==> config.mk <==
export PLATFORM = sky130hd
export DESIGN_NAME = sync_event_generator
export DESIGN_NICKNAME = d
export VERILOG_FILES = /design/src/rtl/sync_event_generator.sv
export SDC_FILE = /design/constraint.sdc
export NUM_CORES = 1
export LEC_CHECK = 0
export ABC_AREA = 1
export CAP_MARGIN = 10
export CORE_ASPECT_RATIO = 0.9
export CORE_UTILIZATION = 40
export DETAILED_ROUTE_END_ITERATION = 10
export GPL_ROUTABILITY_DRIVEN = 0
export HOLD_SLACK_MARGIN = 0.03
export PLACE_DENSITY = 0.54
export SLEW_MARGIN = 10
export SYNTH_ARGS = -nofsm -noshare
export SYNTH_HDL_FRONTEND = slang
export SYNTH_SLANG_ARGS = --single-unit
export TNS_END_PERCENT = 5
==> constraint.sdc <==
create_clock -name clk -period 14.8 [get_ports clk]
set_input_delay 1.48 -clock clk [delete_from_list [all_inputs] [get_ports clk]]
set_output_delay 1.48 -clock clk [all_outputs]
set_load 0.02 [all_outputs]
==> src/rtl/sync_event_generator.sv <==
// rtl/sync_event_generator.sv - spreads cfg_rate event pulses evenly over each WINDOW_CYCLES window.
// Optional one-window mode: define SYNC_EVENT_GEN_ONE_SHOT_EN to add the one_shot input.
module sync_event_generator #(
  parameter int unsigned WINDOW_CYCLES = 100_000_000,
  parameter int unsigned COUNT_W       = 32
) (
  input  logic               clk,
  input  logic               reset,
  input  logic               cfg_valid,
  output logic               cfg_ready,
  input  logic [COUNT_W-1:0] cfg_rate,
  input  logic               start,
  input  logic               stop,
`ifdef SYNC_EVENT_GEN_ONE_SHOT_EN
  input  logic               one_shot,
`endif
  output logic               event_out,
  output logic               window_done,
  output logic [COUNT_W-1:0] events_emitted,
  output logic               busy
);

  localparam logic [COUNT_W-1:0] WIN      = COUNT_W'(WINDOW_CYCLES);
  localparam logic [COUNT_W-1:0] WIN_LAST = COUNT_W'(WINDOW_CYCLES - 1);
  localparam logic [COUNT_W:0]   WIN_EXT  = {1'b0, WIN};

  typedef enum logic [1:0] {IDLE, ARM, RUN, STOPPING} state_t;

  state_t             state;
  logic [COUNT_W-1:0] active_rate;
  logic [COUNT_W-1:0] shadow_rate;
  logic               pending;
  logic [COUNT_W-1:0] acc;
  logic [COUNT_W-1:0] cyc;
  logic [COUNT_W-1:0] run_cnt;
`ifdef SYNC_EVENT_GEN_ONE_SHOT_EN
  logic               one_shot_q;
`endif

  logic [COUNT_W:0]   sum;
  logic               hit;
  logic               win_end;
  logic               accept;
  logic [COUNT_W-1:0] rate_clamped;
  logic [COUNT_W-1:0] acc_next;

  // The accumulator never exceeds WINDOW_CYCLES-1, so one extra bit holds acc+rate.
  assign sum          = {1'b0, acc} + {1'b0, active_rate};
  assign hit          = (sum >= WIN_EXT);
  assign acc_next     = hit ? COUNT_W'(sum - WIN_EXT) : sum[COUNT_W-1:0];
  assign win_end      = (cyc == WIN_LAST);
  assign accept       = cfg_valid & cfg_ready;
  assign rate_clamped = (cfg_rate > WIN) ? WIN : cfg_rate;

  always_ff @(posedge clk) begin
    if (reset) begin
      state          <= IDLE;
      active_rate    <= '0;
      shadow_rate    <= '0;
      pending        <= 1'b0;
      acc            <= '0;
      cyc            <= '0;
      run_cnt        <= '0;
      cfg_ready      <= 1'b1;
      event_out      <= 1'b0;
      window_done    <= 1'b0;
      events_emitted <= '0;
      busy           <= 1'b0;
`ifdef SYNC_EVENT_GEN_ONE_SHOT_EN
      one_shot_q     <= 1'b0;
`endif
    end else begin
      event_out   <= 1'b0;
      window_done <= 1'b0;

      // Accept only happens while nothing is pending, so it never races an apply below.
      if (accept) begin
        shadow_rate <= rate_clamped;
        pending     <= 1'b1;
        cfg_ready   <= 1'b0;
      end

      case (state)
        IDLE: begin
          if (pending) begin
            active_rate <= shadow_rate;
            pending     <= 1'b0;
            cfg_ready   <= 1'b1;
          end
          if (start) begin
            state <= ARM;
            busy  <= 1'b1;
`ifdef SYNC_EVENT_GEN_ONE_SHOT_EN
            one_shot_q <= one_shot;
`endif
          end else begin
            busy <= 1'b0;
          end
        end

        ARM: begin
          if (pending) begin
            active_rate <= shadow_rate;
            pending     <= 1'b0;
            cfg_ready   <= 1'b1;
          end
          acc     <= '0;
          cyc     <= '0;
          run_cnt <= '0;
          busy    <= 1'b1;
`ifdef SYNC_EVENT_GEN_ONE_SHOT_EN
          state   <= one_shot_q ? STOPPING : RUN;
`else
          state   <= RUN;
`endif
        end

        RUN, STOPPING: begin
          busy      <= 1'b1;
          event_out <= hit;
          if (win_end) begin
            window_done    <= 1'b1;
            events_emitted <= run_cnt + COUNT_W'(hit);
            acc            <= '0;
            cyc            <= '0;
            run_cnt        <= '0;
            if (pending) begin
              active_rate <= shadow_rate;
              pending     <= 1'b0;
              cfg_ready   <= 1'b1;
            end
            // A stop landing on the last cycle has already finished its window.
            if (state == STOPPING || stop) state <= IDLE;
          end else begin
            acc     <= acc_next;
            cyc     <= cyc + 1'b1;
            run_cnt <= run_cnt + COUNT_W'(hit);
            if (state == RUN && stop) state <= STOPPING;
          end
        end

        default: state <= IDLE;
      endcase
    end
  end

endmodule

# After elaboration in Yosys (flattened, before gate mapping)
# Cells that the tools add are included.
dict set report classes {
  addsub 4
  n_lt_le_gt_ge 2
  n_eq_ne 8
  mux 27
  n_bitwise 2
  n_reduce_logical 10
}
# cell n
set op_table {}
lappend op_table {{32-bit case mux with 2 select lines} 4}
lappend op_table {{32-bit 2-to-1 mux} 7}
lappend op_table {{32-bit by 32-bit adder with 33-bit output} 1}
lappend op_table {{33-bit by 27-bit greater-or-equal comparator with 1-bit output, second input constant} 1}
lappend op_table {{32-bit by 1-bit adder with 32-bit output} 1}
lappend op_table {{32-bit by 1-bit adder with 32-bit output, second input constant} 1}
lappend op_table {{32-bit by 27-bit equality test with 1-bit output, second input constant} 1}
lappend op_table {{32-bit by 27-bit greater-than comparator with 1-bit output, second input constant} 1}
lappend op_table {{32-bit by 27-bit subtractor with 32-bit output, second input constant} 1}
lappend op_table {{1-bit 2-to-1 mux} 8}
lappend op_table {{2-bit 2-to-1 mux} 4}
lappend op_table {{3-bit inequality test, second input constant} 2}
lappend op_table {{1-bit case mux with 2 select lines} 3}
lappend op_table {{2-bit case mux with 3 select lines} 1}
lappend op_table {{2-bit OR reduction} 3}
lappend op_table {{2-bit equality test, second input constant} 2}
lappend op_table {{2-bit inequality test, second input constant} 2}
lappend op_table {{3-bit AND reduction} 1}
lappend op_table {{3-bit OR reduction} 1}
lappend op_table {{2-bit by 1-bit equality test with 1-bit output, second input constant} 1}
lappend op_table {{2-bit zero test} 1}
lappend op_table {{2-bit AND reduction} 1}
lappend op_table {{2-bit nonzero test} 1}
lappend op_table {{1-bit bitwise AND} 1}
lappend op_table {{3 further kinds} 3}
dict set report word_totals {
  regBits 199
  input_bits 37
  out_inout_bits 36
  word_cells 65
}

# Logic depth before layout (Yosys ltp)
dict set report logic_depth {
  depth_word 5
  ltp_mapped 37
}

# Worst setup path after synthesis
# Ideal clock, no wire load.
dict set report synth_timing {
  kind {reg2reg}
  from {reg active_rate[0]}
  to {reg run_cnt[28]}
  setup_ns 0.070
  arrival_ns 4.879
  required_time_ns 14.730
  setup_slack_ns 9.851
  path_stages_with_launch 36
  n_path_buf 1
  synth_period_minus_slack_ns 4.949
  cell_sequence {dfxtp_1 ha_1 inv_1 fa_1 inv_1 nand3_1 nand2_1 nand2_1 nand2_1 xor2_1 ha_1 nand3b_1 nor2_1 nand3_1 nor2_1 nand3_1 nor2_1 nand3_1 nor2_1 nand3_2 nand3_4 buf_4 ha_1 ha_1 nand3_1 nor3_1 nand3_1 nor2_1 nand2_1 nor2_1 nand2_1 nor4_2 nand4_1 xnor2_1 nand2_1 a21oi_1}
}
dict set report synth_via {
  elab_chain_len 5
}
# item line_no
set synth_rtl {}
lappend synth_rtl {{start, declared} 30} ;# logic [COUNT_W-1:0] active_rate;
lappend synth_rtl {{start signal, assigned} 86} ;# active_rate <= shadow_rate;
lappend synth_rtl {{start signal, assigned} 103} ;# active_rate <= shadow_rate;
lappend synth_rtl {{start signal, assigned} 128} ;# active_rate <= shadow_rate;
lappend synth_rtl {{32-bit by 32-bit adder with 33-bit output} 48} ;# assign sum = {1'b0, acc} + {1'b0, active_rate};
lappend synth_rtl {{33-bit by 27-bit greater-or-equal comparator with 1-bit output} 49} ;# assign hit = (sum >= WIN_EXT);
lappend synth_rtl {{net hit} 41} ;# logic hit;
lappend synth_rtl {{32-bit by 1-bit adder with 32-bit output} 137} ;# run_cnt <= run_cnt + COUNT_W'(hit);
lappend synth_rtl {{32-bit 2-to-1 mux} 121} ;# if (win_end) begin
lappend synth_rtl {{32-bit case mux with 2 select lines} 83} ;# case (state)
lappend synth_rtl {{end signal, assigned} 137}
lappend synth_rtl {{end, declared} 35} ;# logic [COUNT_W-1:0] run_cnt;
# The timed path passes the listed nets, and every way through them passes these cells.
# A chain may end at the register's enable or synchronous reset.

# Final worst setup path
dict set report layout_timing {
  from {reg acc[0]}
  to {reg run_cnt[28]}
}
dict set report layout_via {
  elab_chain_len 5
}
# item line_no
set layout_rtl {}
lappend layout_rtl {{start, declared} 33} ;# logic [COUNT_W-1:0] acc;
lappend layout_rtl {{start signal, assigned} 135} ;# acc <= acc_next;
lappend layout_rtl {{32-bit by 32-bit adder with 33-bit output} 48}
lappend layout_rtl {{33-bit by 27-bit greater-or-equal comparator with 1-bit output} 49}
lappend layout_rtl {{32-bit by 1-bit adder with 32-bit output} 137}
lappend layout_rtl {{32-bit 2-to-1 mux} 121}
lappend layout_rtl {{32-bit case mux with 2 select lines} 83}
# No other way between the ends.

==> results.tsv <==
metric	value	unit
synth.distinct_cells	46	
period_needed	6.05	ns
crit_fanout	43	
cts_hold_buf	0	
cpPeakStageDelay	0.41	ns
cts-resized-gates	0	
nets	2000	
place_ws	8.82	ns
grt_usage	0.240	
initialDrtViolationCount	946	
cellLeakagePower	5.74	nW
numClockSinks	199	
synth_fp_nets	1965	
dr.pass1.iters	5	
chipHeight	165	um
htreeDepth	4	
worst_slack	8.75	ns
path_clk_slew	0.08	ns
endpoint_kind	register	
drive_gt1_frac	0.0423	
rsz0062_at_grt	no	
syn2layout_area_growth	13.7	%
dp_hpwl	25900	um
cp-start-kind	register	
core	0.0290	sq mm
fillers	3124	
drv_slew	0	
dieWidth	183	um
root_buffer	clkbuf_16	
synth-seq-area-share	0.336	
ir_drop	0.0977	mV
worstMarginPinSlew	1.08	ns
hold_viol_final	0	
viasPerCell	5.10	
fin_tns_setup	0	ns
antenna_found_initial	0	
vias	11900	
grt.overflow.total	0	
crit_type	register to register	
cp_slowest_cell	nand3_4	
grt_max_degree	87	
ant_nets	0	
numCtsBuffers	17	
relSlewSlack	0.281	
dieArea	0.0303	sq mm
syn_area_per_cell	6.27	sq um
start_util	0.408	
drv_cap	0	
grt_pass1_wl	57300	um
cts_buffer_depth	2	
grt_pass1_vias	11000	
status	finished clean	
synth_warnings	0	
cts_tree	yes	
postLayoutCoreUtil	0.464	
io_pins	73	
synth_top_flop_cell	dfxtp_1	
synth_edf_count	0	
fmax	0.165	GHz
wl	35400	um
clk_latency	0.46	ns
synthCells	1890	
rows	59	
syn_area	0.0118	sq mm
arrival	6.43	ns
port_buffers	72	
post-route-period-util	0.409	
fin_skew	0.0190	ns
setup_viol	0	
drcViolationCount	0	
yosys_register_bits	199	
p_per_area	123	mW/mm^2
cts_setup_buffers	0	
diodes	0	
hold_class	register to register	
async_reset_ff_frac	0	
cp.required	15.18	ns
wire_per_inst	15.2	um
path summary, 6_finish.rpt:
| kind | startpoint | to | slack [ns] | cells after the start |
|---|---|---|---|---|
| setup / recovery | acc[0] | run_cnt[28] | 8.75 | 34 |
| hold / removal | shadow_rate[29] | shadow_rate[29] | 0.44 | 2 |
| setup reg to reg | acc[0] | run_cnt[28] | 8.75 | 34 |
| hold reg to reg | shadow_rate[29] | shadow_rate[29] | 0.44 | 2 |
power breakdown:
| group | internal [mW] | switching, mW |
|---|---|---|
| clock network | 0.255 | 0.234 |
| registers | 0.574 | 0.0281 |
| logic | 0.165 | 0.396 |
| total | 0.994 | 0.658 |
worst max-delay path: cells and delay by family (launching register included):
kind	cells	cell delay, ns
DFF	1	0.34
AOI/OAI and AO/OA	1	0.14
xor gates and xnor gates	2	0.56
buffers and inverters	2	0.19
and+or+nand+nor	24	3.38
adders and majority gates	5	1.35
Yosys cell counts, types with 2 or more instances:
| cell | count | area [sq um] |
|---|---|---|
| a21oi_1 | 145 | 726 |
| a221oi_1 | 2 | 17.5 |
| a31oi_1 | 13 | 81.3 |
| a32o_1 | 3 | 30.0 |
| and2_1 | 3 | 18.8 |
| and3_1 | 3 | 18.8 |
| buf_1 | 4 | 15.0 |
| buf_2 | 4 | 20.0 |
| buf_4 | 3 | 22.5 |
| buf_6 | 2 | 22.5 |
| clkbuf_1 | 53 | 199 |
| dfxtp_1 | 199 | 3980 |
| ha_1 | 37 | 463 |
| inv_1 | 237 | 890 |
| inv_2 | 6 | 22.5 |
| nand2_1 | 541 | 2030 |
| nand2_2 | 5 | 31.3 |
| nand3_1 | 154 | 771 |
| nand3b_1 | 5 | 37.5 |
| nand4_1 | 28 | 175 |
| nor2_1 | 207 | 777 |
| nor2_2 | 14 | 87.6 |
| nor3_1 | 35 | 175 |
| nor3_2 | 5 | 50.1 |
| nor4_1 | 14 | 87.6 |
| nor4_2 | 2 | 25.0 |
| nor4b_1 | 2 | 17.5 |
| o211ai_1 | 5 | 37.5 |
| o21a_1 | 5 | 37.5 |
| o21ai_0 | 99 | 495 |
| o21bai_1 | 4 | 30.0 |
| o22ai_1 | 3 | 18.8 |
| o32ai_1 | 2 | 17.5 |
| or2_2 | 3 | 18.8 |
| xnor2_1 | 8 | 70.1 |
| xor2_1 | 25 | 219 |
kinds of logic (layout without fill, tap and decap cells):
family                   Yosys count  in the layout  synth area share
XOR/XNOR                          33             33            0.0244
AO/OA/AOI/OAI                    287            287             0.130
AND/OR/NAND/NOR                 1024           1024             0.368
flip-flops                       199            199             0.336
buffers and inverters            309            356             0.101
adder cells (fa/ha/maj)           38             38            0.0408
metrics by stage:
stage | instance area, sq um | hold slack (ns) | power, mW | cells
2_1_floorplan | 11800 | 0.419 | 1.03 | 1890
3_3_place_gp | 12900 | 0.428 | 1.17 | 2302
3_5_place_dp | 12900 | 0.431 | 1.17 | 2302
4_1_cts | 13500 | 0.444 | 1.66 | 2333
5_1_grt | 13500 | 0.450 | 1.77 | 2333
6_report | 13500 | 0.442 | 1.65 | 2333
final cells by class:
cell class	count	area, sq um	share of cell area
flip-flops and latches	199	3980	0.296
multi-input cells	1382	6680	0.496
clock inverters	13	169	0.0125
well taps	396	495	0.0368
inverters	243	912	0.0677
repair buffers	82	793	0.0589
clock buffers	18	429	0.0319
per-layer routing:
layer,global-route usage,part of all wire,vias up
met5,0,0,-
met4,0.0617,0.017,0
met3,0.0360,0.046,30
met2,0.383,0.43,262
met1,0.337,0.50,5427
li1,-,-,6175
flip-flops by register name (all words and copies together) (netlist names):
signal / flops
active_rate: 32
acc: 32
events_emitted: 32
cfg_ready: 1
busy: 1
shadow_rate: 32
event_out: 1
state: 2
window_done: 1
cyc: 32
pending: 1
run_cnt: 32
placed cells by master, fill, tap and decap left out, types with 25 or more instances in the layout:
master	count
nand3_1	154
a21oi_1	145
dfxtp_1	199
xor2_1	25
clkdlybuf4s50_1	71
nand4_1	28
ha_1	37
nand2_1	541
inv_1	236
nor2_1	206
nor3_1	35
o21ai_0	99
(Power assumes the default switching activity.)
